**config.mk**
```make
export PLATFORM = sky130hd
export DESIGN_NAME = led_pixel_shifter_flat
export DESIGN_NICKNAME = d
export VERILOG_FILES = /design/src/rtl/led_pixel_shifter_if.sv /design/src/rtl/led_pixel_shifter.sv /design/src/flat_wrapper.sv
export SDC_FILE = /design/constraint.sdc
export NUM_CORES = 1
export LEC_CHECK = 0
export ABC_AREA = 1
export BUFFER_PORTS_ARGS = -buffer_cell sky130_fd_sc_hd__buf_2
export CORE_MARGIN = 5
export CORE_UTILIZATION = 50
export CTS_CLUSTER_DIAMETER = 200
export DETAILED_ROUTE_END_ITERATION = 16
export PLACE_DENSITY = 0.77
export SLEW_MARGIN = 20
export SYNTH_ARGS = -nofsm -noshare
export SYNTH_HDL_FRONTEND = slang
export SYNTH_SLANG_ARGS = --single-unit
export TNS_END_PERCENT = 20
```
**constraint.sdc**
```tcl
create_clock -name clk -period 7.3 [get_ports clk]
set_clock_uncertainty 0.1 [all_clocks]
set_input_delay 0.73 -clock clk [delete_from_list [all_inputs] [get_ports clk]]
set_output_delay 0.73 -clock clk [all_outputs]
set_load 0.05 [all_outputs]
```
**src/rtl/led_pixel_shifter_if.sv**
```systemverilog
// Bundle of the frame-control, word-fetch and LED-line signals of the pixel shifter.
// The master modport is the shifter itself; the slave modport is the frame
// controller / word-fetch side that talks to it.
interface led_pixel_shifter_if #(
    parameter int DATA_WIDTH = 32
);
    logic                  frame_start;
    logic [DATA_WIDTH-1:0] frame_buf_id;
    logic [DATA_WIDTH-1:0] buf_id;
    logic                  wb_request_first_word;
    logic                  wb_request_next_word;
    logic                  wb_recieved_new_word;
    logic [DATA_WIDTH-1:0] wb_received_word;
    logic                  led_dout;
    logic                  busy;
    logic                  frame_done;
    logic                  underrun;

    modport master (
        input  frame_start, frame_buf_id, wb_recieved_new_word, wb_received_word,
        output buf_id, wb_request_first_word, wb_request_next_word,
               led_dout, busy, frame_done, underrun
    );

    modport slave (
        output frame_start, frame_buf_id, wb_recieved_new_word, wb_received_word,
        input  buf_id, wb_request_first_word, wb_request_next_word,
               led_dout, busy, frame_done, underrun
    );
endinterface

```
**src/rtl/led_pixel_shifter.sv**
```systemverilog
// Serialises a frame of GRB pixel words onto a single-wire LED chain.
// Words are fetched one at a time (at most one request outstanding) into a
// one-word hold register so consecutive pixels go out without a gap; if the
// fetch stage is too slow the line idles low and the sticky underrun flag is set.
module led_pixel_shifter #(
    parameter int DATA_WIDTH   = 32,
    parameter int NUM_LEDS     = 16,
    parameter int BIT_CYCLES   = 125,
    parameter int T0H          = 40,
    parameter int T1H          = 80,
    parameter int LATCH_CYCLES = 5000
) (
    input  logic clk,
    input  logic reset,
    led_pixel_shifter_if.master bus
);
    localparam logic [15:0] NUM_LEDS_W = 16'(NUM_LEDS);
    localparam logic [15:0] BIT_LAST   = 16'(BIT_CYCLES - 1);
    localparam logic [15:0] T0H_W      = 16'(T0H);
    localparam logic [15:0] T1H_W      = 16'(T1H);
    localparam logic [31:0] LATCH_LAST = 32'(LATCH_CYCLES - 1);

    typedef enum logic [2:0] {
        IDLE  = 3'd0,
        FETCH = 3'd1,
        SHIFT = 3'd2,
        STALL = 3'd3,
        LATCH = 3'd4
    } state_t;

    state_t                state_reg, state_next;
    logic [DATA_WIDTH-1:0] buf_id_reg, buf_id_next;
    logic [23:0]           shift_reg, shift_next;
    logic [23:0]           hold_reg, hold_next;
    logic                  hold_valid_reg, hold_valid_next;
    logic                  outstanding_reg, outstanding_next;
    logic [4:0]            bit_idx_reg, bit_idx_next;
    logic [15:0]           bit_cnt_reg, bit_cnt_next;
    logic [31:0]           latch_cnt_reg, latch_cnt_next;
    logic [15:0]           words_req_reg, words_req_next;
    logic [15:0]           pixels_sent_reg, pixels_sent_next;
    logic                  req_first_reg, req_first_next;
    logic                  req_next_reg, req_next_next;
    logic                  led_reg, led_next;
    logic                  busy_reg, busy_next;
    logic                  frame_done_reg, frame_done_next;
    logic                  underrun_reg, underrun_next;

    logic                  arrival;
    logic                  bit_end;
    logic                  pixel_end;
    logic                  last_pixel;
    logic [23:0]           word_in;
    logic                  unused_bits;

    // Only the low 24 bits carry colour; the rest of the word is don't-care.
    assign word_in     = bus.wb_received_word[23:0];
    assign unused_bits = ^bus.wb_received_word[DATA_WIDTH-1:24];

    // A word only counts when we actually asked for it.
    assign arrival    = bus.wb_recieved_new_word && outstanding_reg;
    assign bit_end    = (bit_cnt_reg == BIT_LAST);
    assign pixel_end  = bit_end && (bit_idx_reg == 5'd0);
    assign last_pixel = ((pixels_sent_reg + 16'd1) == NUM_LEDS_W);

    // Next-state, datapath and registered-output decode.
    always_comb begin
        state_next       = state_reg;
        buf_id_next      = buf_id_reg;
        shift_next       = shift_reg;
        hold_next        = hold_reg;
        hold_valid_next  = hold_valid_reg;
        outstanding_next = outstanding_reg;
        bit_idx_next     = bit_idx_reg;
        bit_cnt_next     = bit_cnt_reg;
        latch_cnt_next   = latch_cnt_reg;
        words_req_next   = words_req_reg;
        pixels_sent_next = pixels_sent_reg;
        underrun_next    = underrun_reg;
        req_first_next   = 1'b0;
        req_next_next    = 1'b0;
        frame_done_next  = 1'b0;

        if (arrival) begin
            outstanding_next = 1'b0;
        end

        case (state_reg)
            IDLE: begin
                if (bus.frame_start) begin
                    buf_id_next      = bus.frame_buf_id;
                    words_req_next   = 16'd1;
                    pixels_sent_next = 16'd0;
                    bit_cnt_next     = 16'd0;
                    bit_idx_next     = 5'd23;
                    latch_cnt_next   = 32'd0;
                    hold_valid_next  = 1'b0;
                    underrun_next    = 1'b0;
                    outstanding_next = 1'b1;
                    req_first_next   = 1'b1;
                    state_next       = FETCH;
                end
            end

            FETCH, STALL: begin
                if (arrival) begin
                    shift_next   = word_in;
                    bit_idx_next = 5'd23;
                    bit_cnt_next = 16'd0;
                    state_next   = SHIFT;
                end
            end

            SHIFT: begin
                if (!bit_end) begin
                    bit_cnt_next = bit_cnt_reg + 16'd1;
                end else begin
                    bit_cnt_next = 16'd0;
                    if (bit_idx_reg != 5'd0) begin
                        bit_idx_next = bit_idx_reg - 5'd1;
                        shift_next   = {shift_reg[22:0], 1'b0};
                    end else begin
                        pixels_sent_next = pixels_sent_reg + 16'd1;
                        bit_idx_next     = 5'd23;
                        if (last_pixel) begin
                            latch_cnt_next = 32'd0;
                            state_next     = LATCH;
                        end else if (hold_valid_reg) begin
                            shift_next      = hold_reg;
                            hold_valid_next = 1'b0;
                        end else if (arrival) begin
                            // Word lands exactly on the pixel boundary with the
                            // hold empty: feed it straight in rather than parking
                            // it in hold and stalling with nothing left to wake us.
                            shift_next = word_in;
                        end else begin
                            underrun_next = 1'b1;
                            state_next    = STALL;
                        end
                    end
                end
                // Any other arrival refills hold; when a transfer happens in the
                // same cycle the shifter already took the old hold content above.
                if (arrival && !(pixel_end && !last_pixel && !hold_valid_reg)) begin
                    hold_next       = word_in;
                    hold_valid_next = 1'b1;
                end
            end

            LATCH: begin
                if (latch_cnt_reg == LATCH_LAST) begin
                    frame_done_next = 1'b1;
                    state_next      = IDLE;
                end else begin
                    latch_cnt_next = latch_cnt_reg + 32'd1;
                end
            end

            default: state_next = IDLE;
        endcase

        // Prefetch the next word whenever the hold slot is free and nothing is in flight.
        if (((state_reg == SHIFT) || (state_reg == STALL)) && !outstanding_reg &&
            !hold_valid_reg && (words_req_reg < NUM_LEDS_W)) begin
            req_next_next    = 1'b1;
            outstanding_next = 1'b1;
            words_req_next   = words_req_reg + 16'd1;
        end

        led_next  = (state_next == SHIFT) &&
                    (bit_cnt_next < (shift_next[23] ? T1H_W : T0H_W));
        busy_next = (state_next != IDLE);
    end

    // FSM state register.
    always_ff @(posedge clk) begin
        if (!reset) begin
            state_reg <= IDLE;
        end else begin
            state_reg <= state_next;
        end
    end

    // Datapath and output registers.
    always_ff @(posedge clk) begin
        if (!reset) begin
            buf_id_reg      <= '0;
            shift_reg       <= '0;
            hold_reg        <= '0;
            hold_valid_reg  <= 1'b0;
            outstanding_reg <= 1'b0;
            bit_idx_reg     <= 5'd0;
            bit_cnt_reg     <= 16'd0;
            latch_cnt_reg   <= 32'd0;
            words_req_reg   <= 16'd0;
            pixels_sent_reg <= 16'd0;
            req_first_reg   <= 1'b0;
            req_next_reg    <= 1'b0;
            led_reg         <= 1'b0;
            busy_reg        <= 1'b0;
            frame_done_reg  <= 1'b0;
            underrun_reg    <= 1'b0;
        end else begin
            buf_id_reg      <= buf_id_next;
            shift_reg       <= shift_next;
            hold_reg        <= hold_next;
            hold_valid_reg  <= hold_valid_next;
            outstanding_reg <= outstanding_next;
            bit_idx_reg     <= bit_idx_next;
            bit_cnt_reg     <= bit_cnt_next;
            latch_cnt_reg   <= latch_cnt_next;
            words_req_reg   <= words_req_next;
            pixels_sent_reg <= pixels_sent_next;
            req_first_reg   <= req_first_next;
            req_next_reg    <= req_next_next;
            led_reg         <= led_next;
            busy_reg        <= busy_next;
            frame_done_reg  <= frame_done_next;
            underrun_reg    <= underrun_next;
        end
    end

    assign bus.buf_id                = buf_id_reg;
    assign bus.wb_request_first_word = req_first_reg;
    assign bus.wb_request_next_word  = req_next_reg;
    assign bus.led_dout              = led_reg;
    assign bus.busy                  = busy_reg;
    assign bus.frame_done            = frame_done_reg;
    assign bus.underrun              = underrun_reg;
endmodule

```
**src/flat_wrapper.sv**
```systemverilog
// flat-port wrapper written by rule: the top's interface ports become plain ports
module led_pixel_shifter_flat 
#(
    parameter int DATA_WIDTH   = 32,
    parameter int NUM_LEDS     = 16,
    parameter int BIT_CYCLES   = 125,
    parameter int T0H          = 40,
    parameter int T1H          = 80,
    parameter int LATCH_CYCLES = 5000
)
  (clk, reset, bus_frame_start, bus_frame_buf_id, bus_wb_recieved_new_word, bus_wb_received_word, bus_buf_id, bus_wb_request_first_word, bus_wb_request_next_word, bus_led_dout, bus_busy, bus_frame_done, bus_underrun);
  led_pixel_shifter_if #(.DATA_WIDTH(DATA_WIDTH)) bus_i ();
  input  logic clk;
  input  logic reset;
  input wire logic [$bits(bus_i.frame_start)-1:0] bus_frame_start;
  input wire logic [$bits(bus_i.frame_buf_id)-1:0] bus_frame_buf_id;
  input wire logic [$bits(bus_i.wb_recieved_new_word)-1:0] bus_wb_recieved_new_word;
  input wire logic [$bits(bus_i.wb_received_word)-1:0] bus_wb_received_word;
  output wire logic [$bits(bus_i.buf_id)-1:0] bus_buf_id;
  output wire logic [$bits(bus_i.wb_request_first_word)-1:0] bus_wb_request_first_word;
  output wire logic [$bits(bus_i.wb_request_next_word)-1:0] bus_wb_request_next_word;
  output wire logic [$bits(bus_i.led_dout)-1:0] bus_led_dout;
  output wire logic [$bits(bus_i.busy)-1:0] bus_busy;
  output wire logic [$bits(bus_i.frame_done)-1:0] bus_frame_done;
  output wire logic [$bits(bus_i.underrun)-1:0] bus_underrun;
  assign bus_i.frame_start = bus_frame_start;
  assign bus_i.frame_buf_id = bus_frame_buf_id;
  assign bus_i.wb_recieved_new_word = bus_wb_recieved_new_word;
  assign bus_i.wb_received_word = bus_wb_received_word;
  assign bus_buf_id = bus_i.buf_id;
  assign bus_wb_request_first_word = bus_i.wb_request_first_word;
  assign bus_wb_request_next_word = bus_i.wb_request_next_word;
  assign bus_led_dout = bus_i.led_dout;
  assign bus_busy = bus_i.busy;
  assign bus_frame_done = bus_i.frame_done;
  assign bus_underrun = bus_i.underrun;
  led_pixel_shifter #(.DATA_WIDTH(DATA_WIDTH), .NUM_LEDS(NUM_LEDS), .BIT_CYCLES(BIT_CYCLES), .T0H(T0H), .T1H(T1H), .LATCH_CYCLES(LATCH_CYCLES)) u_core (.clk(clk), .reset(reset), .bus(bus_i));
endmodule
```
Yosys cells after proc, flatten, opt, wreduce, memory -nomap -nowiden
Cells that the tools add are included.
{ "classes": {"n_div": 0, "reduce_logical": 36, "mul": 0, "bitwise": 0, "n_mux": 57, "eq_ne": 21, "magnitude_cmp": 2, "addsub": 5, "n_shift": 0} }
{ "ops": {"columns": ["cell", "n"], "rows": [
  ["32-bit two-way mux", 5],
  ["16-bit two-way mux", 9],
  ["24-bit two-way mux", 5],
  ["32-bit one-hot mux with 3 select lines", 1],
  ["16-bit by 1-bit adder with 16-bit output, second input constant", 3],
  ["16-bit one-hot mux with 3 select lines", 1],
  ["24-bit one-hot mux with 2 select lines", 1],
  ["32-bit by 1-bit adder with 32-bit output, second input constant", 1],
  ["32-bit by 13-bit == test with 1-bit output, second input constant", 1],
  ["16-bit one-hot mux with 2 select lines", 1],
  ["3-bit two-way mux", 8],
  ["5-bit two-way mux", 4],
  ["1-bit two-way mux", 17],
  ["16-bit by 5-bit == test with 1-bit output, second input constant", 1],
  ["16-bit by 7-bit == test with 1-bit output, second input constant", 1],
  ["16-bit less-than comparator", 1],
  ["16-bit by 5-bit less-than comparator with 1-bit output, second input constant", 1],
  ["5-bit one-hot mux with 3 select lines", 1],
  ["2-bit inequality test, second input constant", 6],
  ["3-bit one-hot mux with 4 select lines", 1],
  ["2-bit AND reduction", 5],
  ["3-bit by 2-bit == test with 1-bit output, second input constant", 3],
  ["1-bit logical AND", 9],
  ["3-bit inequality test, second input constant", 3],
  ["other kinds (20)", 32]
]} }
{ "word_totals": {"romBits": 0, "elab_cells": 139, "reg_bits": 176, "latchBits": 0, "n_memories": 0, "ram_bits": 0} }

Depth between registers and ports, before layout
Gate-level depths: netlist (run 1).
{ "logic_depth": {"depth_word": 10, "depth_mapped": 23, "depth_no_buf": 23} }

Worst setup path after synthesis (run 1)
OpenSTA, ideal clock, no wires.
{ "synth_timing": {"path_kind": "register to register", "from": "register u_core.pixels_sent_reg[0]", "to": "register u_core.led_reg, in the netlist u_core.bus.led_dout", "stages_incl_launch_ff": 23, "synth_period_minus_slack_ps": 2696, "required_time_ps": 7130, "t_arrival_ps": 2526, "n_path_buf": 0, "slack_ps": 4604, "setup_time_ps": 70, "cell_sequence": "dfxtp_1 -> ha_1 -> nand2_2 -> nor2_4 -> nand3_1 -> nand2_1 -> nand2_1 -> nor3_4 -> nand3_4 -> nand2_1 -> nand3_1 -> nand2_1 -> nand2_1 -> nand2_1 -> inv_1 -> ha_1 -> inv_1 -> nor2_1 -> a21oi_1 -> nand2_1 -> nor2_1 -> nand2_1 -> a21oi_1"} }
{ "synth_between": {"elab_chain_len": 9, "word_cells_on_any_way": 14, "classes_between": "add/sub: 1; order compare: 1; eq/ne: 2; mux: 9; reduce/logical: 1"} }
{ "synth_rtl": {"columns": ["item", "line_no", "source"], "rows": [
  ["start, declared", "led_pixel_shifter.sv:41", "logic [15:0] pixels_sent_reg, pixels_sent_next;"],
  ["start signal, assigned", "led_pixel_shifter.sv:213", "pixels_sent_reg <= pixels_sent_next;"],
  ["16-bit by 1-bit adder with 16-bit output", "led_pixel_shifter.sv:64", "assign last_pixel = ((pixels_sent_reg + 16'd1) == NUM_LEDS_W);"],
  ["16-bit by 5-bit == test with 1-bit output", "led_pixel_shifter.sv:64", null],
  ["24-bit two-way mux", "led_pixel_shifter.sv:125", "if (last_pixel) begin"],
  ["24-bit two-way mux", "led_pixel_shifter.sv:119", "if (bit_idx_reg != 5'd0) begin"],
  ["24-bit two-way mux", "led_pixel_shifter.sv:115", "if (!bit_end) begin"],
  ["24-bit one-hot mux with 2 select lines", "led_pixel_shifter.sv:88", "case (state_reg)"],
  ["named net u_core.shift_next[23]", "led_pixel_shifter.sv:33", "logic [23:0] shift_reg, shift_next;"],
  ["7-bit two-way mux", "led_pixel_shifter.sv:171", "(bit_cnt_next < (shift_next[23] ? T1H_W : T0H_W));"],
  ["16-bit less-than comparator", "led_pixel_shifter.sv:171", null],
  ["1-bit logical AND", "led_pixel_shifter.sv:170", "led_next = (state_next == SHIFT) &&"],
  ["end signal, assigned", "led_pixel_shifter.sv:216", "led_reg <= led_next;"],
  ["end, declared", "led_pixel_shifter.sv:44", "logic led_reg, led_next;"]
]} }
The timed path passes the listed nets, and every way through them passes these cells. The select of a mux whose other input is x is not followed.
A chain may end at the register's enable or synchronous reset.

Worst setup path in the final report (run 1)
{ "layout_timing": {"from": "register u_core.pixels_sent_reg[0]", "to": "register u_core.busy_reg, in the netlist u_core.bus.busy"} }
{ "layout_between": {"elab_chain_len": 7} }
{ "layout_rtl": {"columns": ["item", "line_no", "source"], "rows": [
  ["16-bit by 1-bit adder with 16-bit output", "led_pixel_shifter.sv:64", null],
  ["16-bit by 5-bit == test with 1-bit output", "led_pixel_shifter.sv:64", null],
  ["3-bit two-way mux", "led_pixel_shifter.sv:125", null],
  ["3-bit two-way mux", "led_pixel_shifter.sv:119", null],
  ["3-bit two-way mux", "led_pixel_shifter.sv:115", null],
  ["3-bit one-hot mux with 4 select lines", "led_pixel_shifter.sv:88", null],
  ["3-bit nonzero test", "led_pixel_shifter.sv:172", "busy_next = (state_next != IDLE);"],
  ["end signal, assigned", "led_pixel_shifter.sv:217", "busy_reg <= busy_next;"],
  ["end, declared", "led_pixel_shifter.sv:45", "logic busy_reg, busy_next;"]
]} }
No other way between the ends.

==> results of run 1 <==
-- layout make-up --
type | count | area, sq um
well taps | 229 | 286.5
clock buffers | 18 | 439.2
flip-flops and latches | 176 | 3523
multi-input cells | 1000 | 4871
clock inverters | 14 | 161.4
fillers | 1730 | 7655
repair buffers | 107 | 560.5
inverters | 157 | 589.3
-- kinds of logic after synthesis --
family,after synthesis
AO/OA/AOI/OAI,347
flip-flops,176
adder cells (fa/ha/maj),9
buffers and inverters,226
AND/OR/NAND/NOR,636
XOR/XNOR,8
-- cells in the final DEF (no fill, tap or decap), types with 16 or more instances in the layout --
| master | Yosys | final |
|---|---|---|
| a211oi_1 | 16 | 16 |
| a21oi_1 | 180 | 180 |
| buf_2 | 9 | 97 |
| clkbuf_16 | 0 | 17 |
| dfxtp_1 | 176 | 176 |
| inv_1 | 155 | 154 |
| nand2_1 | 299 | 299 |
| nand3_1 | 118 | 118 |
| nand4_1 | 25 | 25 |
| nor2_1 | 106 | 105 |
| nor3_1 | 30 | 30 |
| o21ai_0 | 110 | 110 |
| o21ai_1 | 20 | 20 |
-- per-layer routing --
metal  global-route usage  wire length [um]
met1               0.2777             10660
met2               0.3659             10990
met3              0.04555              1435
met4              0.07291               437
met5                    0                 0
-- where the power goes --
group / total (mW) / internal, mW / switching (mW)
sequential: 1.25 / 1.14 / 0.114
clock: 0.934 / 0.499 / 0.435
combinational: 1.32 / 0.382 / 0.942
-- tightest hold or removal path, cell delays in order (launching register included) --
cell	delay [ns]
dfxtp_1	0.30
inv_1	0.06
nor2_1	0.04
-- worst paths after layout --
check / slack, ns / to / cells after the start
setup reg to reg: 3.88 / u_core.bus.busy / 11
setup / recovery: 3.88 / u_core.bus.busy / 11
hold reg to reg: 0.34 / u_core.words_req_reg[8] / 2
hold / removal: 0.34 / u_core.words_req_reg[8] / 2
==> qor.csv, run 1 <==
metric,value,unit
drt_wl_total,23520,um
dr.pass1.iters,7,
synth.most_common_cell,nand2_1,
relSlewSlack,0.2783,
yosys.area_share.xor_xnor,0.007565,
initial_core_util,0.5121,
grt_pass1_vias,8617,
status,completed,
hold_ws,0.3367,ns
layout_min_cycle_time,3.425,ns
hold_path_class,reg2reg,
synth-edff-count,0,
cpPeakStageDelay,0.87,ns
startpoint,u_core.pixels_sent_reg[0],
dp_hpwl,15720,um
arrival,3.62,ns
drive_gt1_frac,0.1243,
drv_slew,0,
antenna_left,0,
startpoint_type,flip-flop,
dp_slack,3.931,ns
path_clk_slew,0.08,ns
n_antenna_cell,0,
hold_viol_final,0,
io_pins,106,
drc_errors,0,
async_flop_share,0,
final_cell_area,0.01043,sq mm
crit_buf_inv,0,
vdd_drop_max,0.2309,mV
cp-end-kind,flip-flop,
yosys_most_used_dff,dfxtp_1,
ys_types,39,
io_buffer_count,97,
tritoncts,built,
synth_top_family_by_area,simple AND/OR/NAND/NOR gates,
cts-root-buf,clkbuf_16,
yosys-top-cells-count,"299 x nand2_1, 180 x a21oi_1, 176 x dfxtp_1",
worst_pin_slew,1.079,ns
synth-compound-area-share,0.1980,
yosysWarningCount,0,
via_per_inst,5.436,
fin_ws,3.875,ns
worst_path_max_delay_cell,nand4_1,
grt_max_degree,93,
htreeDepth,4,
finalSetupViolations,0,
synthToLayoutAreaGrowth,12.62,%
wl_per_cell,13.83,um
clkLatencyLatePin,0.44,ns
yosysTopAreaCell,dfxtp_1,
synthCells,1402,
drt-initial-drc-count,669,
period_share,0.4692,
core-area,0.01809,sq mm
fp.dieW,146.1,um
antenna_found_initial,0,
ys_seq_area_frac,0.3804,
crit_chain,ha_1 > nand2_2 > nor2_4 > nand3_1 > nand2_1 > nand3_1 > nor2_2 > nand4_1 > o21ai_0 > a21oi_1 > o21ai_0,
powerDensity,336.2,mW/mm^2
final_core_util,0.5768,
synth.area.top_cells,"dfxtp_1 38%, nand2_1 12%, a21oi_1 9.7%, nand3_1 6.4%, inv_1 6.3%",
clk_path_buf_depth,2,
track_usage,0.2169,
globalRouteOverflowTotal,0,
synth_seq_cells,176,
fin_nets,1536,
rows,49,
grt_first_pass_wirelength,39610,um
setup_tns,0,ns
die_h,146.1,um
critical_path.max_fanout,22,
num_vias,9246,
critPathTopFamily,simple AND/OR/NAND/NOR gates,
synth-simple-area-share,0.3066,
ctsResizeCount,0,
rsz0062_at_grt,false,
cts_hold_buf,0,
critical_path_class,reg2reg,
p_leak,4.100,nW
synth_top_area_frac,0.3804,
cts_sinks,176,
muxShareOfSynthArea,0,
synth-adder-area-share,0.01216,
syn_avg_cell_area,6.607,sq um
holdCritStartpoint,u_core.words_req_reg[8],
numCtsBuffers,17,
syn_area,0.009263,sq mm
dp.cells,1669,
gp_congestion,0.9165,
synth_nets,1479,
r2r-start,u_core.pixels_sent_reg[0],
post_cts_buffers,0,
finalPower,3.507,mW
die_area,0.02135,sq mm
fmax,292.0,MHz
required,7.49,ns
postPlaceCellArea,0.009831,sq mm
fin_cells,1701,
max-cap-violations,0,
Power figures use the tool's default switching activity.
==> run 2, diff against run 1 <==
==> constraint.sdc (replaced) <==
create_clock -name clk -period 3.2 [get_ports clk]
set_clock_uncertainty 0.1 [all_clocks]
set_input_delay 0.32 -clock clk [delete_from_list [all_inputs] [get_ports clk]]
set_output_delay 0.32 -clock clk [all_outputs]
set_load 0.05 [all_outputs]
==> qor.csv, run 2 (same netlist as run 1, synthesis figures left out) <==
metric,value,unit
io_pins,106,
cp-end-kind,flip-flop,
startpoint_type,flip-flop,
period_share,0.9143,
seq_area,0.003526,sq mm
clk_path_buf_depth,2,
layout_min_cycle_time,2.926,ns
multi_input_comb_area,0.004906,sq mm
grt_first_pass_wirelength,42080,um
numCtsBuffers,17,
relSlewSlack,0.5153,
finalSetupViolations,0,
hold_path_class,in2reg,
cts_sinks,176,
tritoncts,built,
final_common_cell,nand2_1,
initial_core_util,0.5121,
critical_path_class,reg2reg,
use_met3,0.04555,
clkLatencyLatePin,0.45,ns
io_buffer_count,97,
die_area,0.02135,sq mm
rows,49,
drv_slew,0,
worst_pin_slew,0.7253,ns
n_antenna_cell,0,
dp_hpwl,16290,um
grt_pass1_vias,9037,
max-cap-violations,0,
finalPower,8.212,mW
vdd_drop_max,0.5130,mV
critical_path.max_fanout,5,
antenna_left,0,
dr.pass1.iters,6,
fmax,341.8,MHz
htreeDepth,4,
fp.dieW,146.1,um
die_h,146.1,um
p_leak,4.332,nW
grt_max_degree,70,
required,3.46,ns
cts-root-buf,clkbuf_16,
drc_errors,0,
gp_congestion,0.9566,
arrival,3.19,ns
status,completed,
synthToLayoutAreaGrowth,18.17,%
fin_nets,1585,
drive_gt1_frac,0.1374,
path_clk_slew,0.08,ns
powerDensity,750.3,mW/mm^2
gr-usage-met1,0.3030,
via_per_inst,5.531,
fillers,1651,
drt_wl_total,24790,um
final_cell_mix,"297 x nand2_1, 180 x a21oi_1, 174 x dfxtp_1",
globalRouteOverflowTotal,0,
antenna_found_initial,0,
core-area,0.01809,sq mm
hold_ws,0.03077,ns
gr-usage-met2,0.3813,
drt-initial-drc-count,903,
hold_viol_final,0,
wl_per_cell,14.17,um
top_usage_layer,met2,
track_usage,0.2300,
num_vias,9679,
[run 2: final timing paths]
kind	to	depth (start not counted)	slack, ns	start
max	u_core.bus.led_dout	22	0.27	u_core.pixels_sent_reg[0]
min	u_core.outstanding_reg	4	0.03	bus_wb_recieved_new_word
max reg2reg	u_core.bus.led_dout	22	0.27	u_core.pixels_sent_reg[0]
min reg2reg	u_core.words_req_reg[10]	2	0.34	u_core.words_req_reg[10]
[run 2: stage by stage]
step	util	cell area, sq um	setup TNS [ns]	worst slack (ns)	cells
2_1_floorplan	-	9263	0	0.5045	1402
3_3_place_gp	0.5494	9936	0	0.2309	1682
3_5_place_dp	0.5496	9941	0	0.1585	1682
4_1_cts	0.6015	10880	0	0.09235	1746
5_1_grt	0.6052	10950	-0.01649	-0.01649	1750
6_report	0.6052	10950	0	0.2742	1750
[run 2: final cells by class]
type	instances	share of cell area
multi-input combinational	1000	0.4482
clock inverter	14	0.01623
tap	229	0.02618
sequential	176	0.3221
timing repair buffer	156	0.09328
clock buffer	18	0.04012
inverter	157	0.05384
[run 2: per-layer routing]
| metal | wire length (um) | vias to the layer above |
|---|---|---|
| li1 | - | 4869 |
| met1 | 11230 | 4472 |
| met2 | 11660 | 294 |
| met3 | 1457 | 44 |
| met4 | 445 | 0 |
| met5 | 0 | - |
[run 2: critical path, cell delays in order (launching register included)]
cell,delay [ns]
dfxtp_2,0.37
ha_2,0.22
nand2_2,0.09
nor2_4,0.18
nand3_1,0.12
nand2_1,0.09
nand3_1,0.13
nor2_4,0.18
nand3_4,0.11
nand2_1,0.07
nand3_1,0.07
nand2_1,0.07
nand2_1,0.06
nand2_2,0.12
inv_1,0.06
ha_1,0.28
inv_1,0.06
nor2_1,0.04
a21oi_1,0.11
nand2_1,0.06
nor2_1,0.09
nand2_1,0.05
a21oi_1,0.10
[run 2: power by group]
| group | switching (mW) | internal [mW] | leakage [nW] |
|---|---|---|---|
| registers | 0.268 | 2.59 | 1.43 |
| clock network | 1.04 | 1.09 | 0.301 |
| logic | 2.23 | 0.992 | 2.60 |
| total | 3.54 | 4.67 | 4.33 |
[run 2: timing repair]
action | in CTS | in global routing
hold buffers | 32 | 0
setup endpoints to repair | 0 | 1
endpoints found under the hold margin | 32 | 0
resized for setup | 0 | 12
buffers inserted | 0 | 4
==> run 3, diff against run 2 <==
==> constraint.sdc (replaced) <==
create_clock -name clk -period 3.1 [get_ports clk]
set_clock_uncertainty 0.1 [all_clocks]
set_input_delay 0.31 -clock clk [delete_from_list [all_inputs] [get_ports clk]]
set_output_delay 0.31 -clock clk [all_outputs]
set_load 0.05 [all_outputs]
==> qor.csv, run 3 (same netlist as run 1, synthesis figures left out) <==
metric,value,unit
dp.cells,1685,
antenna_left,0,
tritoncts,built,
seq_area,0.003527,sq mm
fillers,1596,
finalPower,8.621,mW
track_usage,0.2346,
fp.dieW,146.1,um
cpPeakStageDelay,0.40,ns
p_leak,4.347,nW
cts-root-buf,clkbuf_16,
drc_errors,0,
rows,49,
max-cap-violations,0,
dr.pass1.iters,6,
dp_hpwl,16410,um
dp_slack,0.1403,ns
drt-initial-drc-count,802,
crit_buf_inv,2,
numCtsBuffers,17,
finalSetupViolations,0,
fmax,356.0,MHz
grt_first_pass_wirelength,42790,um
final_common_cell,nand2_1,
critPathTopFamily,simple AND/OR/NAND/NOR gates,
antenna_found_initial,2,
hold_path_class,in2reg,
worst_path_max_delay_cell,dfxtp_1,
fin_nets,1588,
setup_tns,0,ns
grt_max_degree,92,
fin_cells,1755,
critical_path.max_fanout,5,
period_share,0.9060,
globalRouteOverflowTotal,0,
worst_pin_slew,0.9159,ns
final_cell_mix,"296 x nand2_1, 179 x a21oi_1, 173 x dfxtp_1",
vdd_drop_max,0.4988,mV
final_cell_area,0.01101,sq mm
die_area,0.02135,sq mm
htreeDepth,4,
hold_viol_final,0,
via_per_inst,5.548,
status,completed,
powerDensity,783.0,mW/mm^2
core-area,0.01809,sq mm
wl_per_cell,14.50,um
cp-end-kind,flip-flop,
drive_gt1_frac,0.1411,
grt_pass1_vias,9202,
fin_ws,0.2914,ns
postPlaceCellArea,0.009963,sq mm
num_vias,9737,
final_core_util,0.6088,
cts_sinks,176,
clk_path_buf_depth,2,
startpoint_type,flip-flop,
gp_congestion,0.9573,
arrival,3.08,ns
cpMostUsedCell,nand2_1,
required,3.37,ns
multi_input_comb_area,0.004922,sq mm
io_buffer_count,97,
initial_core_util,0.5121,
synthToLayoutAreaGrowth,18.87,%
drv_slew,0,
io_pins,106,
path_clk_slew,0.07,ns
die_h,146.1,um
critical_path_class,reg2reg,
hold_ws,0.06093,ns
layout_min_cycle_time,2.809,ns
crit_chain,nand2_1 > nor2_1 > nand3_1 > nand2_1 > nand2_1 > nor3_4 > nand3_4 > nand2_1 > nand3_1 > nand2_1 > nand2_1 > nand2_2 > inv_1 > ha_1 > inv_1 > nor2_1 > a21oi_1 > nand2_1 > nor2_2 > nand2_1 > a21oi_2,
clkLatencyLatePin,0.44,ns
relSlewSlack,0.3894,
drt_wl_total,25450,um
regToRegSetupSlack,0.29,ns
## run 3: layout make-up
class | count | area share
Inverter | 157 | 0.05352
Clock buffer | 17 | 0.03864
Antenna cell | 2 | 0.0004545
Sequential cell | 176 | 0.3203
Tap cell | 229 | 0.02602
Timing Repair Buffer | 159 | 0.09477
Clock inverter | 15 | 0.01920
Multi-Input combinational cell | 1000 | 0.4470
## run 3: final timing paths
path / from / end / depth (start not counted)
setup reg to reg: u_core.pixels_sent_reg[4] / u_core.bus.led_dout / 21
hold reg to reg: u_core.words_req_reg[5] / u_core.words_req_reg[5] / 2
hold / removal: bus_wb_recieved_new_word / u_core.outstanding_reg / 4
setup / recovery: u_core.pixels_sent_reg[4] / u_core.bus.led_dout / 21
## run 3: worst reg2reg max path, delay by kind of cell, from the launching register on
family          cells  cell delay, ns
simple gates       16            1.63
flops               1            0.40
buf+inv             2            0.14
compound gates      2            0.21
fa+ha+maj           1            0.29
## run 3: power breakdown
part           switching, mW  internal, mW
combinational           2.34          1.06
clock                   1.09          1.18
sequential             0.279          2.68
total                   3.71          4.91
## run 3: what timing repair did
action	in CTS	in global routing
hold buffers	32	0
hold endpoints to repair	32	0
buffers inserted	0	4
setup endpoints to repair	0	1
resized for setup	0	16
## run 3: metal layers
metal | GRT usage | wire, um
met5 | 0 | 26
met4 | 0.09595 | 700
met3 | 0.04958 | 1482
met2 | 0.3985 | 12200
met1 | 0.2908 | 11040
